## src/rtl/adder_sched_pkg.sv

```systemverilog
// Shared types and sizing helpers for the two-requester adder scheduler.
package adder_sched_pkg;

    typedef enum logic [0:0] {
        ST_RUN = 1'b0,
        ST_GAP = 1'b1
    } st_e;

    localparam int ID_W = 1;

    // Width needed to count 0..burst_len-1 (never narrower than one bit).
    function automatic int burst_cnt_w(input int unsigned burst_len);
        return (burst_len > 32'd1) ? $clog2(burst_len) : 1;
    endfunction

    function automatic int gap_cnt_w(input int unsigned gap_len);
        return (gap_len > 32'd1) ? $clog2(gap_len) : 1;
    endfunction

endpackage

```

## src/rtl/adder.sv

```systemverilog
// Plain combinational N-bit adder; the carry-out is not produced.
module adder #(
    parameter int N = 28
) (
    input  logic [N-1:0] input1,
    input  logic [N-1:0] input2,
    output logic [N-1:0] sum
);

    assign sum = input1 + input2;

endmodule

```

## src/rtl/adder_req_scheduler.sv

```systemverilog
// Round-robin sharing of one adder between two valid/ready requesters, with a
// registered result and burst/gap shaping of the accepted operation stream.
module adder_req_scheduler
    import adder_sched_pkg::*;
#(
    parameter int N         = 28,
    parameter int BURST_LEN = 20,
    parameter int GAP_LEN   = 7,
    parameter int CNT_W     = 32
) (
    input  logic             clk,
    input  logic             rst_n,
    input  logic [1:0]       req_valid,
    output logic [1:0]       req_ready,
    input  logic [N-1:0]     req0_a,
    input  logic [N-1:0]     req0_b,
    input  logic [N-1:0]     req1_a,
    input  logic [N-1:0]     req1_b,
    output logic             rsp_valid,
    input  logic             rsp_ready,
    output logic [N-1:0]     rsp_sum,
    output logic [ID_W-1:0]  rsp_id,
    output logic             in_gap,
    output logic [CNT_W-1:0] ops_done
);

    localparam int BW = burst_cnt_w(BURST_LEN);
    localparam int GW = gap_cnt_w(GAP_LEN);

    st_e             state_r, state_nx_s;
    logic [BW-1:0]   burst_cnt_r, burst_cnt_nx_s;
    logic [GW-1:0]   gap_cnt_r, gap_cnt_nx_s;
    logic            in_gap_r;
    logic [ID_W-1:0] rr_ptr_r;
    logic            rsp_valid_r;
    logic [N-1:0]    rsp_sum_r;
    logic [ID_W-1:0] rsp_id_r;
    logic [CNT_W-1:0] ops_done_r;

    logic            grant_vld_s;
    logic [ID_W-1:0] grant_id_s;
    logic            can_accept_s;
    logic            accept_s;
    logic [1:0]      req_ready_s;
    logic [N-1:0]    op_a_s, op_b_s, sum_s;

    // Arbitration, accept decision and operand mux.
    always_comb begin
        grant_vld_s = 1'b0;
        grant_id_s  = 1'b0;
        case (req_valid)
            2'b01: begin grant_vld_s = 1'b1; grant_id_s = 1'b0;     end
            2'b10: begin grant_vld_s = 1'b1; grant_id_s = 1'b1;     end
            2'b11: begin grant_vld_s = 1'b1; grant_id_s = rr_ptr_r; end
            default: begin grant_vld_s = 1'b0; grant_id_s = 1'b0;  end
        endcase
        // rst_n gates acceptance so nothing handshakes while reset is held.
        can_accept_s = rst_n && (state_r == ST_RUN) && (!rsp_valid_r || rsp_ready);
        accept_s     = grant_vld_s && can_accept_s;
        req_ready_s  = 2'b00;
        if (accept_s) begin
            req_ready_s[grant_id_s] = 1'b1;
        end else begin
            req_ready_s = 2'b00;
        end
        op_a_s = (grant_id_s == 1'b1) ? req1_a : req0_a;
        op_b_s = (grant_id_s == 1'b1) ? req1_b : req0_b;
    end

    adder #(.N(N)) u_adder (
        .input1 (op_a_s),
        .input2 (op_b_s),
        .sum    (sum_s)
    );

    // Burst/gap next-state and counter logic.
    always_comb begin
        state_nx_s     = state_r;
        burst_cnt_nx_s = burst_cnt_r;
        gap_cnt_nx_s   = gap_cnt_r;
        case (state_r)
            ST_RUN: begin
                if (accept_s) begin
                    if (burst_cnt_r == BW'(BURST_LEN - 1)) begin
                        burst_cnt_nx_s = {BW{1'b0}};
                        if (GAP_LEN > 0) begin
                            state_nx_s   = ST_GAP;
                            gap_cnt_nx_s = {GW{1'b0}};
                        end else begin
                            state_nx_s   = ST_RUN;
                        end
                    end else begin
                        burst_cnt_nx_s = burst_cnt_r + BW'(1);
                    end
                end else begin
                    burst_cnt_nx_s = burst_cnt_r;
                end
            end
            ST_GAP: begin
                if (gap_cnt_r == GW'(GAP_LEN - 1)) begin
                    state_nx_s   = ST_RUN;
                    gap_cnt_nx_s = {GW{1'b0}};
                end else begin
                    gap_cnt_nx_s = gap_cnt_r + GW'(1);
                end
            end
            default: begin
                state_nx_s     = ST_RUN;
                burst_cnt_nx_s = {BW{1'b0}};
                gap_cnt_nx_s   = {GW{1'b0}};
            end
        endcase
    end

    // FSM state, counters and the registered in_gap flag.
    always_ff @(posedge clk or negedge rst_n) begin
        if (!rst_n) begin
            state_r     <= ST_RUN;
            burst_cnt_r <= {BW{1'b0}};
            gap_cnt_r   <= {GW{1'b0}};
            in_gap_r    <= 1'b0;
        end else begin
            state_r     <= state_nx_s;
            burst_cnt_r <= burst_cnt_nx_s;
            gap_cnt_r   <= gap_cnt_nx_s;
            in_gap_r    <= (state_nx_s == ST_GAP);
        end
    end

    // Result register, round-robin pointer and statistics counter.
    always_ff @(posedge clk or negedge rst_n) begin
        if (!rst_n) begin
            rsp_valid_r <= 1'b0;
            rsp_sum_r   <= {N{1'b0}};
            rsp_id_r    <= {ID_W{1'b0}};
            rr_ptr_r    <= {ID_W{1'b0}};
            ops_done_r  <= {CNT_W{1'b0}};
        end else if (accept_s) begin
            rsp_valid_r <= 1'b1;
            rsp_sum_r   <= sum_s;
            rsp_id_r    <= grant_id_s;
            rr_ptr_r    <= ~grant_id_s;
            ops_done_r  <= ops_done_r + CNT_W'(1);
        end else if (rsp_ready) begin
            rsp_valid_r <= 1'b0;
        end else begin
            rsp_valid_r <= rsp_valid_r;
        end
    end

    assign req_ready = req_ready_s;
    assign rsp_valid = rsp_valid_r;
    assign rsp_sum   = rsp_sum_r;
    assign rsp_id    = rsp_id_r;
    assign in_gap    = in_gap_r;
    assign ops_done  = ops_done_r;

endmodule

```

## config.mk

```make
export PLATFORM = sky130hd
export DESIGN_NAME = adder_req_scheduler
export DESIGN_NICKNAME = d
export VERILOG_FILES = /design/src/rtl/adder_sched_pkg.sv /design/src/rtl/adder.sv /design/src/rtl/adder_req_scheduler.sv
export SDC_FILE = /design/constraint.sdc
export NUM_CORES = 1
export LEC_CHECK = 0
export CAP_MARGIN = 20
export CORE_AREA = 2 2 136 85
export CTS_CLUSTER_SIZE = 10
export DETAILED_ROUTE_END_ITERATION = 7
export DIE_AREA = 0 0 138 87
export PLACE_DENSITY = 0.84
export SLEW_MARGIN = 25
export SYNTH_ARGS = -nofsm -noshare
export SYNTH_HDL_FRONTEND = slang
export SYNTH_SLANG_ARGS = --single-unit
```

## constraint.sdc

```tcl
create_clock -name clk -period 5.5 [get_ports clk]
set_input_delay 0.825 -clock clk [delete_from_list [all_inputs] [get_ports clk]]
set_output_delay 0.825 -clock clk [all_outputs]
set_load 0.01 [all_outputs]
```

## Word level (Yosys, flattened, before mapping)

Cells that the tools add are included.

- Add/subtract/negate cells: 4
- Multiply operators: 0
- Div/mod/pow operators: 0
- $lt $le $gt $ge: 2
- Equality and inequality tests: 7
- Shift-type cells: 0
- Mux-type cells: 18
- Bitwise gates (word level): 2
- Reductions and logical operators: 10

Operators by type and width:

| operator | count |
|---|---|
| 28-bit 2-to-1 mux | 2 |
| 32-bit by 1-bit adder with 32-bit output (second input constant) | 1 |
| 28-bit adder | 1 |
| 3-bit 2-to-1 mux | 3 |
| 1-bit 2-to-1 mux | 7 |
| 3-bit case mux with 2 select lines | 1 |
| 5-bit by 1-bit adder with 5-bit output (second input constant) | 1 |
| 5-bit equality test (second input constant) | 1 |
| 5-bit 2-to-1 mux | 1 |
| 2-bit equality test (second input constant) | 2 |
| 1-bit logical AND | 4 |
| 1-bit case mux with 2 select lines | 2 |
| 2-bit AND reduction | 2 |
| 3-bit by 1-bit adder with 3-bit output (second input constant) | 1 |
| 3-bit equality test (second input constant) | 1 |
| 3-bit OR reduction | 1 |
| 2-bit by 1-bit equality test with 1-bit output (second input constant) | 1 |
| 1-bit by 2-bit less-than comparator with 1-bit output (second input constant) | 1 |
| 2-bit 2-to-1 mux | 1 |
| 2-bit by 1-bit inequality test with 1-bit output (second input constant) | 1 |
| 2-bit inequality test (second input constant) | 1 |
| 1-bit NOT | 2 |
| 2-bit nonzero test | 1 |
| 1-bit demux with 1-bit select | 1 |
| other kinds (3) | 3 |

- Bits in registers: 72
- Bits in latches: 0
- Bits in writable memories: 0
- Bits in read-only memories: 0
- Input port bits: 117
- Memories kept: 0

## Logic depth before layout (Yosys ltp)

Gate-level depths: netlist of the first run.

- Word-level depth: 7
- Depth in mapped cells: 13
- Mapped depth without buffers: 11

## Hierarchy

A second synthesis of the first run with hierarchy kept.

- Cells, all modules: 587
- Area, all modules: 5297.6 µm²

Modules (own cells, without submodules):

| module | times used | cells an instance | area each (µm²) | sequential area each (µm²) |
|---|---|---|---|---|
| adder_req_scheduler | 1 | 374 | 3814.9 | 1801.7 |
| adder | 1 | 213 | 1482.7 | 0.0 |

## Least setup slack after synthesis of the first run

Ideal clock, no wire load.

- Kind: input to register
- From: input port req_valid[0]
- To: register rsp_sum_r[27], in the netlist rsp_sum[27]
- Setup time: 0.128 ns
- Arrival: 3.532 ns
- Slack: 1.840 ns
- Stages: 11
- Path buffers: 1
- Path through: inv_1 > o21ai_0 > clkbuf_1 > mux2_2 > ha_1 > a211o_1 > a221oi_2 > and3_2 > nor4_4 > o21ai_1 > mux2_1

- Word-level cells in the longest chain between the ends: 4
- Elaborated cells on any way between the ends: 10
- Those cells by class: add/sub (1); eq/ne (3); mux (4); reduce/logical (2)

RTL lines:

| element | line | text |
|---|---|---|
| from (decl) | adder_req_scheduler.sv:13 | `input logic [1:0] req_valid,` |
| 2-bit equality test / 2-bit by 1-bit equality test with 1-bit output (equally long branches) | adder_req_scheduler.sv:51 | `case (req_valid)` |
| 1-bit case mux with 2 select lines / 3-bit OR reduction (equally long branches) | -- |  |
| 28-bit 2-to-1 mux, or another cell as far along | adder_req_scheduler.sv:66 | `op_a_s = (grant_id_s == 1'b1) ? req1_a : req0_a;` |
| 28-bit adder / 1-bit logical AND (equally long branches) | adder.sv:10, adder_req_scheduler.sv:59 |  |
| to (signal assigned) | adder_req_scheduler.sv:134 | `rsp_sum_r <= {N{1'b0}};` |
| to (signal assigned) | adder_req_scheduler.sv:140 | `rsp_sum_r <= sum_s;` |
| to (decl) | adder_req_scheduler.sv:36 | `logic [N-1:0] rsp_sum_r;` |

Several ways; a longest one is shown, not always the timed one.
A chain may end at the register's enable or synchronous reset.

## Worst setup path in the final report of the first run

- From: input port req_valid[0]
- To: register rsp_sum_r[26], in the netlist rsp_sum[26]

The elaborated chain is that of the path after synthesis.

==> results of run 1 <==
==> metal layers <==
layer  wire [um]  up-vias  share of wire  global-route usage
li1            -     2405              -                   -
met3        1047       34          0.069             0.04783
met5           0        -              0                   0
met1        6699     2378           0.44              0.3426
met2        7274      252           0.48              0.4307
met4         187        0          0.012             0.05102
==> worst max path at each step <==
stage / endpoint / from / cells past startpoint / slack (ps)
floorplan: rsp_sum[27] / req_valid[0] / 11 / 1840
global placement: rsp_sum[15] / req_valid[0] / 12 / 910
detailed placement: rsp_sum[24] / req_valid[0] / 11 / 750
CTS: rsp_sum[26] / req_valid[0] / 12 / 1060
global route: rsp_sum[24] / req_valid[0] / 11 / 810
finish: rsp_sum[26] / req_valid[0] / 12 / 1030
==> cells by family (layout without fill, tap and decap cells) <==
group,count (synthesis),count (layout),share of synthesized area
buffers and inverters,40,215,0.03487
AO/OA/AOI/OAI,131,131,0.1653
multiplexers,60,60,0.1271
flip-flops,72,72,0.3416
adder cells (fa/ha/maj),30,30,0.07258
XOR/XNOR,53,53,0.08800
AND/OR/NAND/NOR,187,187,0.1705
==> layout by cell type, fill, tap and decap left out, drive strengths merged, types with 4 or more instances in the layout <==
cell,n
nand2,72
mux2,56
o211ai,8
o31ai,9
a21oi,35
ha,29
clkinv,4
a211oi,4
clkbuf,9
nand4,16
nand3,22
o21ai,34
a211o,4
mux2i,4
and3,9
nor2,35
nand2b,4
inv,15
o21a,10
xor2,15
clkdlybuf4s50,180
nor2b,4
nor3,13
buf,6
xnor2,38
a21o,9
dfrtp,72
==> layout make-up <==
type | count | share of cell area
clock inverters | 7 | 0.01049
inverters | 13 | 0.006492
flip-flops and latches | 72 | 0.2397
well taps | 144 | 0.02397
multi-input cells | 461 | 0.4403
clock buffers | 9 | 0.02997
repair buffers | 186 | 0.2490
==> state kept, by name, summed over array words and instances, names as in the netlist <==
| name | count |
|---|---|
| burst_cnt_r | 5 |
| rsp_valid | 1 |
| ops_done | 32 |
| rsp_sum | 28 |
| rr_ptr_r | 1 |
| in_gap | 1 |
| gap_cnt_r | 3 |
| rsp_id | 1 |
==> power by group through the flow <==
stage | clock network (mW) | logic (mW) | registers (mW)
2_1_floorplan | 0 | 0.759 | 0.870
3_3_place_gp | 0 | 1.33 | 0.828
3_5_place_dp | 0 | 1.38 | 0.845
4_1_cts | 0.604 | 1.39 | 0.838
5_1_grt | 0.625 | 1.52 | 0.860
6_report | 0.596 | 1.40 | 0.841
==> worst reg2reg max path: stages (launching register included) <==
cell and delay [ps]:
dfrtp_1 400, o21ai_4 610, buf_12 300, mux2_2 390
ha_1 410, a21oi_2 240, o21ai_0 230, a211oi_2 360
o221ai_1 180, o21a_1 210, o31ai_1 250
==> per-stage QoR <==
| stage | util | hold WS [ps] | setup WS, ps | area [um2] | power (mW) |
|---|---|---|---|---|---|
| 2_1_floorplan | - | 460.8 | 1840 | 5275 | 1.630 |
| 3_3_place_gp | 0.6607 | 457.4 | 912.9 | 7192 | 2.160 |
| 3_5_place_dp | 0.6607 | 470.5 | 751.3 | 7192 | 2.228 |
| 4_1_cts | 0.6886 | 480.6 | 1059 | 7496 | 2.834 |
| 5_1_grt | 0.6905 | 487.5 | 811.6 | 7516 | 3.005 |
| 6_report | 0.6905 | 479.4 | 1028 | 7516 | 2.837 |
==> impl_metrics.json, run 1 <==
{
  "synth-edff-count": 0,
  "ys_ff_latch": 72,
  "drt_iter0_drc": 478,
  "maxSlewHeadroom": 0.4911,
  "hp-class": "register to register",
  "max_freq_mhz": 223.6,
  "synth.distinct_cells": 62,
  "ctsHoldBuffers": 0,
  "regToRegEndpoint": "rsp_sum[26]",
  "post-route-min-period_ps": 4472,
  "fp.coreArea_um2": 10890,
  "peakVddDrop_v": 0.0002454,
  "cts_made_buffers": 9,
  "path_cells": "clkdlybuf4s50_1 -> inv_1 -> o21ai_4 -> buf_12 -> mux2_2 -> ha_1 -> a21oi_2 -> o21ai_0 -> a211oi_2 -> o221ai_1 -> o21a_1 -> o31ai_1",
  "synth_top_area_frac": 0.3416,
  "synth_seq_area_share": 0.3416,
  "p_seq_frac": 0.296,
  "clk_latency_ps": 330,
  "dr.pass1.iters": 6,
  "power.net_switching_mw": 1.093,
  "drive_above_1_share": 0.1270,
  "die-height_um": 87,
  "antenna_cells": 0,
  "clock-sinks": 72,
  "finalCritPeriodShare": 0.8131,
  "ff2ff_setup_slack_ps": 1820,
  "synth_area_leader_cell": "dfrtp_1",
  "num_rows": 30,
  "crit_path_max_fanout": 37,
  "cp_slowest_cell": "o21ai_4",
  "ant_nets": 0,
  "die_x_um": 138,
  "path_class": "primary input to register",
  "via_count": 5069,
  "worst_pin_slew_ps": 760.5,
  "routed_wl_um": 15210,
  "gr-total-overflow": 0,
  "maxCapViolCount": 0,
  "grt_use_total": 0.2529,
  "h-tree-depth": 3,
  "ioPinCount": 182,
  "hold_start": "ops_done[31]",
  "p_per_area_nw_per_um2": 377.4,
  "hold_end": "ops_done[31]",
  "areaGrowthSynthToFinish_pct": 42.48,
  "rr_worst_depth": 10,
  "place_inst": 875,
  "root_buffer": "clkbuf_16",
  "netlist_instances": 573,
  "worst_path_largest_cell_delay_ps": 630,
  "grt_pass1_vias": 5013,
  "regArea_um2": 1802,
  "grt_pass1_wl_um": 24640,
  "synth_area_leaders": "dfrtp_1 34%, mux2_2 12%, ha_1 6.9%, xnor2_1 6.3%, nand2_1 5.1%",
  "ys_warn_count": 0,
  "clkPwrFrac": 0.210,
  "finalSetupTns_ps": 0,
  "antenna_found_initial": 0,
  "r2r_start": "rr_ptr_r",
  "cts_setup_buffers": 0,
  "fillCellCount": 824,
  "setup_violations": 0,
  "clock_path_buffers": 2,
  "start_util": 0.4846,
  "finClkSkew_ps": 5.124,
  "swShare": 0.3854,
  "critPathTopFamily": "compound AO/OA/AOI/OAI gates",
  "wl_per_cell_um": 17.05,
  "cts_tree": "yes",
  "avgSynthCellArea_um2": 9.206,
  "multi_input_area_um2": 3309,
  "drv_slew": 0,
  "p_int_mw": 1.743,
  "rsz0062_at_grt": "no",
  "worstPathRequired_ps": 5730,
  "die-area_um2": 12010,
  "avgViaCountPerCell": 5.683,
  "critPathLaunchType": "primary input",
  "hold_depth": 1,
  "grt_max_degree": 73,
  "dp_hpwl_um": 11670,
  "gp_congestion": 0.9219,
  "drc": 0,
  "status": "complete, no violations",
  "cp_data_arrival_time_ps": 4700,
  "cts_resized": 0,
  "power_frac_comb": 0.494,
  "p_leak_nw": 3.155,
  "final-instance-count-excl-fill": 892,
  "critPathBufInv": 3,
  "synth_area_um2": 5275,
  "endpoint_kind": "register",
  "synth_nets": 720,
  "path_clk_slew_ps": 60,
  "async_reset_ff_frac": 1.000,
  "nets": 890,
  "final_hold_viol_count": 0,
  "netlist_top_cells_count": "72 x dfrtp_1, 72 x nand2_1, 55 x mux2_2",
  "ys.flop_type": "dfrtp_1",
  "io_buffers": 181
}
Power figures use the tool's default switching activity.
==> run 2, diff against run 1 <==
--- a/config.mk
+++ b/config.mk
@@ -6,11 +6,11 @@
 export NUM_CORES = 1
 export LEC_CHECK = 0
 export CAP_MARGIN = 20
-export CORE_AREA = 2 2 136 85
+export CORE_AREA = 2 2 140 88
 export CTS_CLUSTER_SIZE = 10
 export DETAILED_ROUTE_END_ITERATION = 7
-export DIE_AREA = 0 0 138 87
-export PLACE_DENSITY = 0.84
+export DIE_AREA = 0 0 142 90
+export PLACE_DENSITY = 0.79
 export SLEW_MARGIN = 25
 export SYNTH_ARGS = -nofsm -noshare
 export SYNTH_HDL_FRONTEND = slang
==> constraint.sdc (replaced) <==
create_clock -name clk -period 4.4 [get_ports clk]
set_input_delay 0.66 -clock clk [delete_from_list [all_inputs] [get_ports clk]]
set_output_delay 0.66 -clock clk [all_outputs]
set_load 0.01 [all_outputs]
==> run 2 against run 1 <==
  * Critical path depth did not move
  * Cell area rose by 0.98%
  * Flip-flop and latch count did not move
  * Clock skew rose by 2.4 ps
  * Final cell count rose by 0.67%
  * Hold slack got worse by 160 ps
  * Count of clock-buffer cells in the layout did not move
  * Power rose by 29%
==> impl_metrics.json, run 2 (synthesis gave the netlist of run 1 again) <==
{
  "final_cell_mix": "180 x clkdlybuf4s50_1, 72 x nand2_1, 72 x dfrtp_1, 55 x mux2_2, 38 x xnor2_1",
  "dp_slack_ps": 222.0,
  "worst_pin_slew_ps": 691.7,
  "drt-met1-wl_um": 6805,
  "rsz0062_at_grt": "no",
  "die_x_um": 142,
  "rr_worst_depth": 10,
  "max_freq_mhz": 254.6,
  "fp.coreArea_um2": 11600,
  "nets": 892,
  "crit_top_cell": "o21ai_0",
  "peakVddDrop_v": 0.0002254,
  "post-route-min-period_ps": 3928,
  "p_per_area_nw_per_um2": 481.1,
  "path_cells": "clkdlybuf4s50_1 -> inv_1 -> o21ai_4 -> buf_12 -> mux2_2 -> ha_1 -> a21oi_1 -> o21ai_0 -> o21ai_0 -> a211oi_1 -> nor2_1 -> a211o_1",
  "path_clk_slew_ps": 60,
  "r2r_start": "rr_ptr_r",
  "antenna_cells": 0,
  "ff2ff_setup_slack_ps": 1120,
  "drt_iter0_drc": 327,
  "cts_made_buffers": 9,
  "ctsHoldBuffers": 0,
  "cts_tree": "yes",
  "grt_pass1_vias": 5071,
  "largest_reg_flops": 32,
  "h-tree-depth": 3,
  "worstPathRequired_ps": 4620,
  "setup_violations": 0,
  "avgViaCountPerCell": 5.628,
  "die-height_um": 90,
  "final_hold_viol_count": 0,
  "antenna_found_initial": 0,
  "grt_use_total": 0.2372,
  "wl_met2_um": 6990,
  "p_leak_nw": 3.188,
  "drv_slew": 0,
  "critPathLaunch": "req_valid[0]",
  "endpoint_kind": "register",
  "die-area_um2": 12780,
  "dr.pass1.iters": 5,
  "clk_latency_ps": 330,
  "cp_slowest_cell": "clkdlybuf4s50_1",
  "hp-class": "primary input to asynchronous set/reset pin",
  "cts_resized": 0,
  "fillCellCount": 914,
  "maxCapViolCount": 0,
  "status": "complete, no violations",
  "cp_data_arrival_time_ps": 4140,
  "maxSlewHeadroom": 0.5353,
  "io_buffers": 181,
  "finalSetupTns_ps": 0,
  "clock_path_buffers": 2,
  "grt_max_degree": 73,
  "wl_per_cell_um": 16.79,
  "finClkSkew_ps": 7.493,
  "routed_wl_um": 15080,
  "crit_path_max_fanout": 51,
  "ant_nets": 0,
  "num_rows": 31,
  "gr-total-overflow": 0,
  "routed-wl-met3_um": 1056,
  "regToRegEndpoint": "rsp_sum[25]",
  "areaGrowthSynthToFinish_pct": 43.88,
  "critPathLaunchType": "primary input",
  "gp_congestion": 0.8988,
  "drive_above_1_share": 0.1293,
  "critPathCapture": "rsp_sum[25]",
  "root_buffer": "clkbuf_16",
  "ioPinCount": 182,
  "clock-sinks": 72,
  "drc": 0,
  "via_count": 5054,
  "worst_path_largest_cell_delay_ps": 580,
  "cts_setup_buffers": 0,
  "final_common_cell": "clkdlybuf4s50_1",
  "start_util": 0.4548,
  "dr.max_layer_used": "met4",
  "dp_hpwl_um": 11500,
  "grt_pass1_wl_um": 24790,
  "fin_ws_ps": 472.5,
  "path_class": "primary input to register",
  "finalCritPeriodShare": 0.8926
}
[run 2: cell count changes in the layout (fill, tap and decap cells not counted), sizes merged]
cell	change
bufinv	+2
clkinv	-3
inv	+1
buf	+2
[run 2: report_power, final]
| group | switching [mW] | internal (mW) | total (mW) |
|---|---|---|---|
| sequential | 0.180 | 0.869 | 1.05 |
| clock | 0.300 | 0.561 | 0.861 |
| combinational | 0.872 | 0.870 | 1.74 |
[run 2: critical path, delay by kind of cell]
kind	cells	cell delay, ps
simple gates	1	90
compound gates	6	1570
fa+ha+maj	1	430
mux	1	380
buf+inv	3	950
[run 2: worst min-delay path by stage]
| stage | from | slack [ps] | cells past startpoint | endpoint |
|---|---|---|---|---|
| floorplan | rst_n | 360 | 0 | burst_cnt_r[0] |
| global placement | ops_done[31] | 460 | 1 | ops_done[31] |
| detailed placement | ops_done[31] | 460 | 1 | ops_done[31] |
| CTS | ops_done[31] | 480 | 1 | ops_done[31] |
| global route | rst_n | 330 | 2 | rsp_sum[1] |
| finish | rst_n | 320 | 2 | rsp_sum[1] |
[run 2: layout make-up]
type                            count  area [um2]  share of cell area
Timing Repair Buffer              188        1894              0.2496
Multi-Input combinational cell    461        3309              0.4360
Clock buffer                        9       225.2             0.02967
Sequential cell                    72        1802              0.2374
Tap cell                          148       185.2             0.02440
Inverter                           13       48.80            0.006429
Clock inverter                      7       125.1             0.01649
[run 2: per-stage QoR]
stage	area, um2	std cells	utilization	hold WS (ps)	power (mW)
floorplan	5275	573	-	364.4	2.037
global placement	7212	881	0.6219	456.9	2.710
detailed placement	7212	881	0.6219	464.1	2.770
CTS	7562	897	0.6521	476.4	3.650
global route	7590	898	0.6544	329.1	3.874
finish	7590	898	0.6544	316.9	3.652
[run 2: metal layers]
layer  vias up  global-route usage
met4         0             0.05583
met2       223              0.3893
li1       2415                   -
met5         -                   0
met1      2393              0.3267
met3        23             0.04156
==> run 3, diff against run 2 <==
==> constraint.sdc (replaced) <==
create_clock -name clk -period 4.2 [get_ports clk]
set_input_delay 0.63 -clock clk [delete_from_list [all_inputs] [get_ports clk]]
set_output_delay 0.63 -clock clk [all_outputs]
set_load 0.01 [all_outputs]
==> run 3 against run 2 <==
  * Non-clock buffer count grew 7
  * Largest cell class unchanged
  * Global-route usage increased by 0.32 points
  * Flip-flop and latch count did not move
  * Via count is 0.18% lower
  * Clock power decreased by 2%
  * Register-to-register slack got worse by 120 ps
  * Count of clock-buffer cells in the layout is 1 higher
  * Largest power group unchanged
  * Final cell count increased by 0.78%
==> impl_metrics.json, run 3 (synthesis gave the netlist of run 1 again) <==
{
  "finClkSkew_ps": 5.640,
  "endpoint_kind": "register",
  "cp_data_arrival_time_ps": 4030,
  "power_frac_comb": 0.490,
  "antenna_found_initial": 0,
  "p_leak_nw": 3.210,
  "drv_slew": 0,
  "ctsHoldBuffers": 0,
  "drive_above_1_share": 0.1374,
  "dp_slack_ps": 60.30,
  "fin_ws_ps": 385.9,
  "via_count": 5045,
  "grt_pass1_vias": 4957,
  "start_util": 0.4548,
  "peakVddDrop_v": 0.0002052,
  "post-route-min-period_ps": 3814,
  "postLayoutCoreUtil": 0.6566,
  "grt_max_degree": 73,
  "critPathLaunchType": "primary input",
  "ant_nets": 0,
  "antenna_cells": 0,
  "finalSetupTns_ps": 0,
  "dr.pass1.iters": 5,
  "max_freq_mhz": 262.2,
  "gp_congestion": 0.9277,
  "cts_made_buffers": 9,
  "fp.coreArea_um2": 11600,
  "die-area_um2": 12780,
  "h-tree-depth": 3,
  "num_rows": 31,
  "nets": 899,
  "clock-sinks": 72,
  "drt_iter0_drc": 437,
  "crit_path_max_fanout": 51,
  "finalCritPeriodShare": 0.9081,
  "hp-class": "primary input to asynchronous set/reset pin",
  "cts_tree": "yes",
  "power.net_switching_mw": 1.406,
  "final_cell_mix": "180 x clkdlybuf4s50_1, 72 x nand2_1, 72 x dfrtp_1, 55 x mux2_2, 38 x xnor2_1",
  "cts_resized": 0,
  "ioPinCount": 182,
  "cts_setup_buffers": 0,
  "avgViaCountPerCell": 5.575,
  "swShare": 0.3714,
  "drc": 0,
  "areaGrowthSynthToFinish_pct": 44.35,
  "rsz0062_at_grt": "no",
  "final_common_cell": "clkdlybuf4s50_1",
  "p_per_area_nw_per_um2": 497.3,
  "p_seq_frac": 0.287,
  "maxSlewHeadroom": 0.5447,
  "clk_latency_ps": 340,
  "routed_wl_um": 15100,
  "path_clk_slew_ps": 60,
  "gr-total-overflow": 0,
  "io_buffers": 181,
  "grt_pass1_wl_um": 24610,
  "final_hold_viol_count": 0,
  "worstPathRequired_ps": 4420,
  "fillCellCount": 894,
  "worst_pin_slew_ps": 677.8,
  "grt_use_total": 0.2404,
  "clkPwrFrac": 0.223,
  "p_int_mw": 2.380,
  "die_x_um": 142,
  "wl_per_cell_um": 16.68,
  "path_class": "primary input to register",
  "die-height_um": 90,
  "maxCapViolCount": 0,
  "root_buffer": "clkbuf_16",
  "dp_hpwl_um": 11770,
  "clock_path_buffers": 2,
  "ff2ff_setup_slack_ps": 1000,
  "status": "complete, no violations",
  "setup_violations": 0,
  "largest_reg_flops": 32
}
==> run 3: changes by cell type in the layout (fill, tap and decap cells not counted), sizes merged <==
cell	change
inv	-2
clkbuf	+1
bufinv	-1
buf	+7
clkinv	+2
==> run 3: layout make-up <==
| type | instances | area, um2 | area share |
|---|---|---|---|
| tap | 148 | 185.2 | 0.02432 |
| sequential | 72 | 1802 | 0.2366 |
| clock buffer | 10 | 239.0 | 0.03138 |
| inverter | 13 | 48.80 | 0.006408 |
| multi-input combinational | 461 | 3309 | 0.4346 |
| clock inverter | 6 | 91.34 | 0.01199 |
| timing repair buffer | 195 | 1939 | 0.2547 |
==> run 3: worst max-delay path, cell delays in order <==
cell             delay [ps]
clkdlybuf4s50_1         580
inv_1                   110
o21ai_4                 170
buf_12                  260
mux2_2                  380
ha_1                    400
and3_4                  220
a221oi_2                370
and3_2                  320
nor4_4                   70
o21ai_1                 150
mux2_1                  320
==> run 3: metal layers <==
| metal | up-vias | global-route usage | share of wire |
|---|---|---|---|
| met5 | - | 0 | 0 |
| met1 | 2388 | 0.3472 | 0.49 |
| met2 | 213 | 0.3728 | 0.44 |
| met4 | 0 | 0.06000 | 0.013 |
| li1 | 2421 | - | - |
| met3 | 23 | 0.04369 | 0.059 |
==> run 3: path summary, 6_finish.rpt <==
check,depth (start not counted),to,startpoint
worst min register to register,1,ops_done[31],ops_done[31]
worst max register to register,10,rsp_sum[27],rr_ptr_r
min in group clk,1,ops_done[31],ops_done[31]
worst max-delay path,12,rsp_sum[27],req_valid[0]
max in group asynchronous,3,ops_done[5],rst_n
worst min-delay path,2,ops_done[24],rst_n
==> run 3: power groups by stage <==
stage / logic, mW / registers, mW / clock network [mW]
after global routing: 2.02 / 1.12 / 0.885
final: 1.85 / 1.09 / 0.844
after global placement: 1.79 / 1.09 / 0
after CTS: 1.85 / 1.09 / 0.856
after floorplan: 0.994 / 1.14 / 0
after detailed placement: 1.83 / 1.10 / 0
==> run 3: per-stage QoR <==
stage                     hold slack (ps)  cells  cell area, um2  power, mW
final                               319.9    905            7615      3.786
after CTS                           470.6    904            7595      3.791
after floorplan                     334.4    573            5275      2.134
after global placement              457.0    888            7264      2.874
after detailed placement            460.7    888            7264      2.930
after global routing                352.8    905            7615      4.022
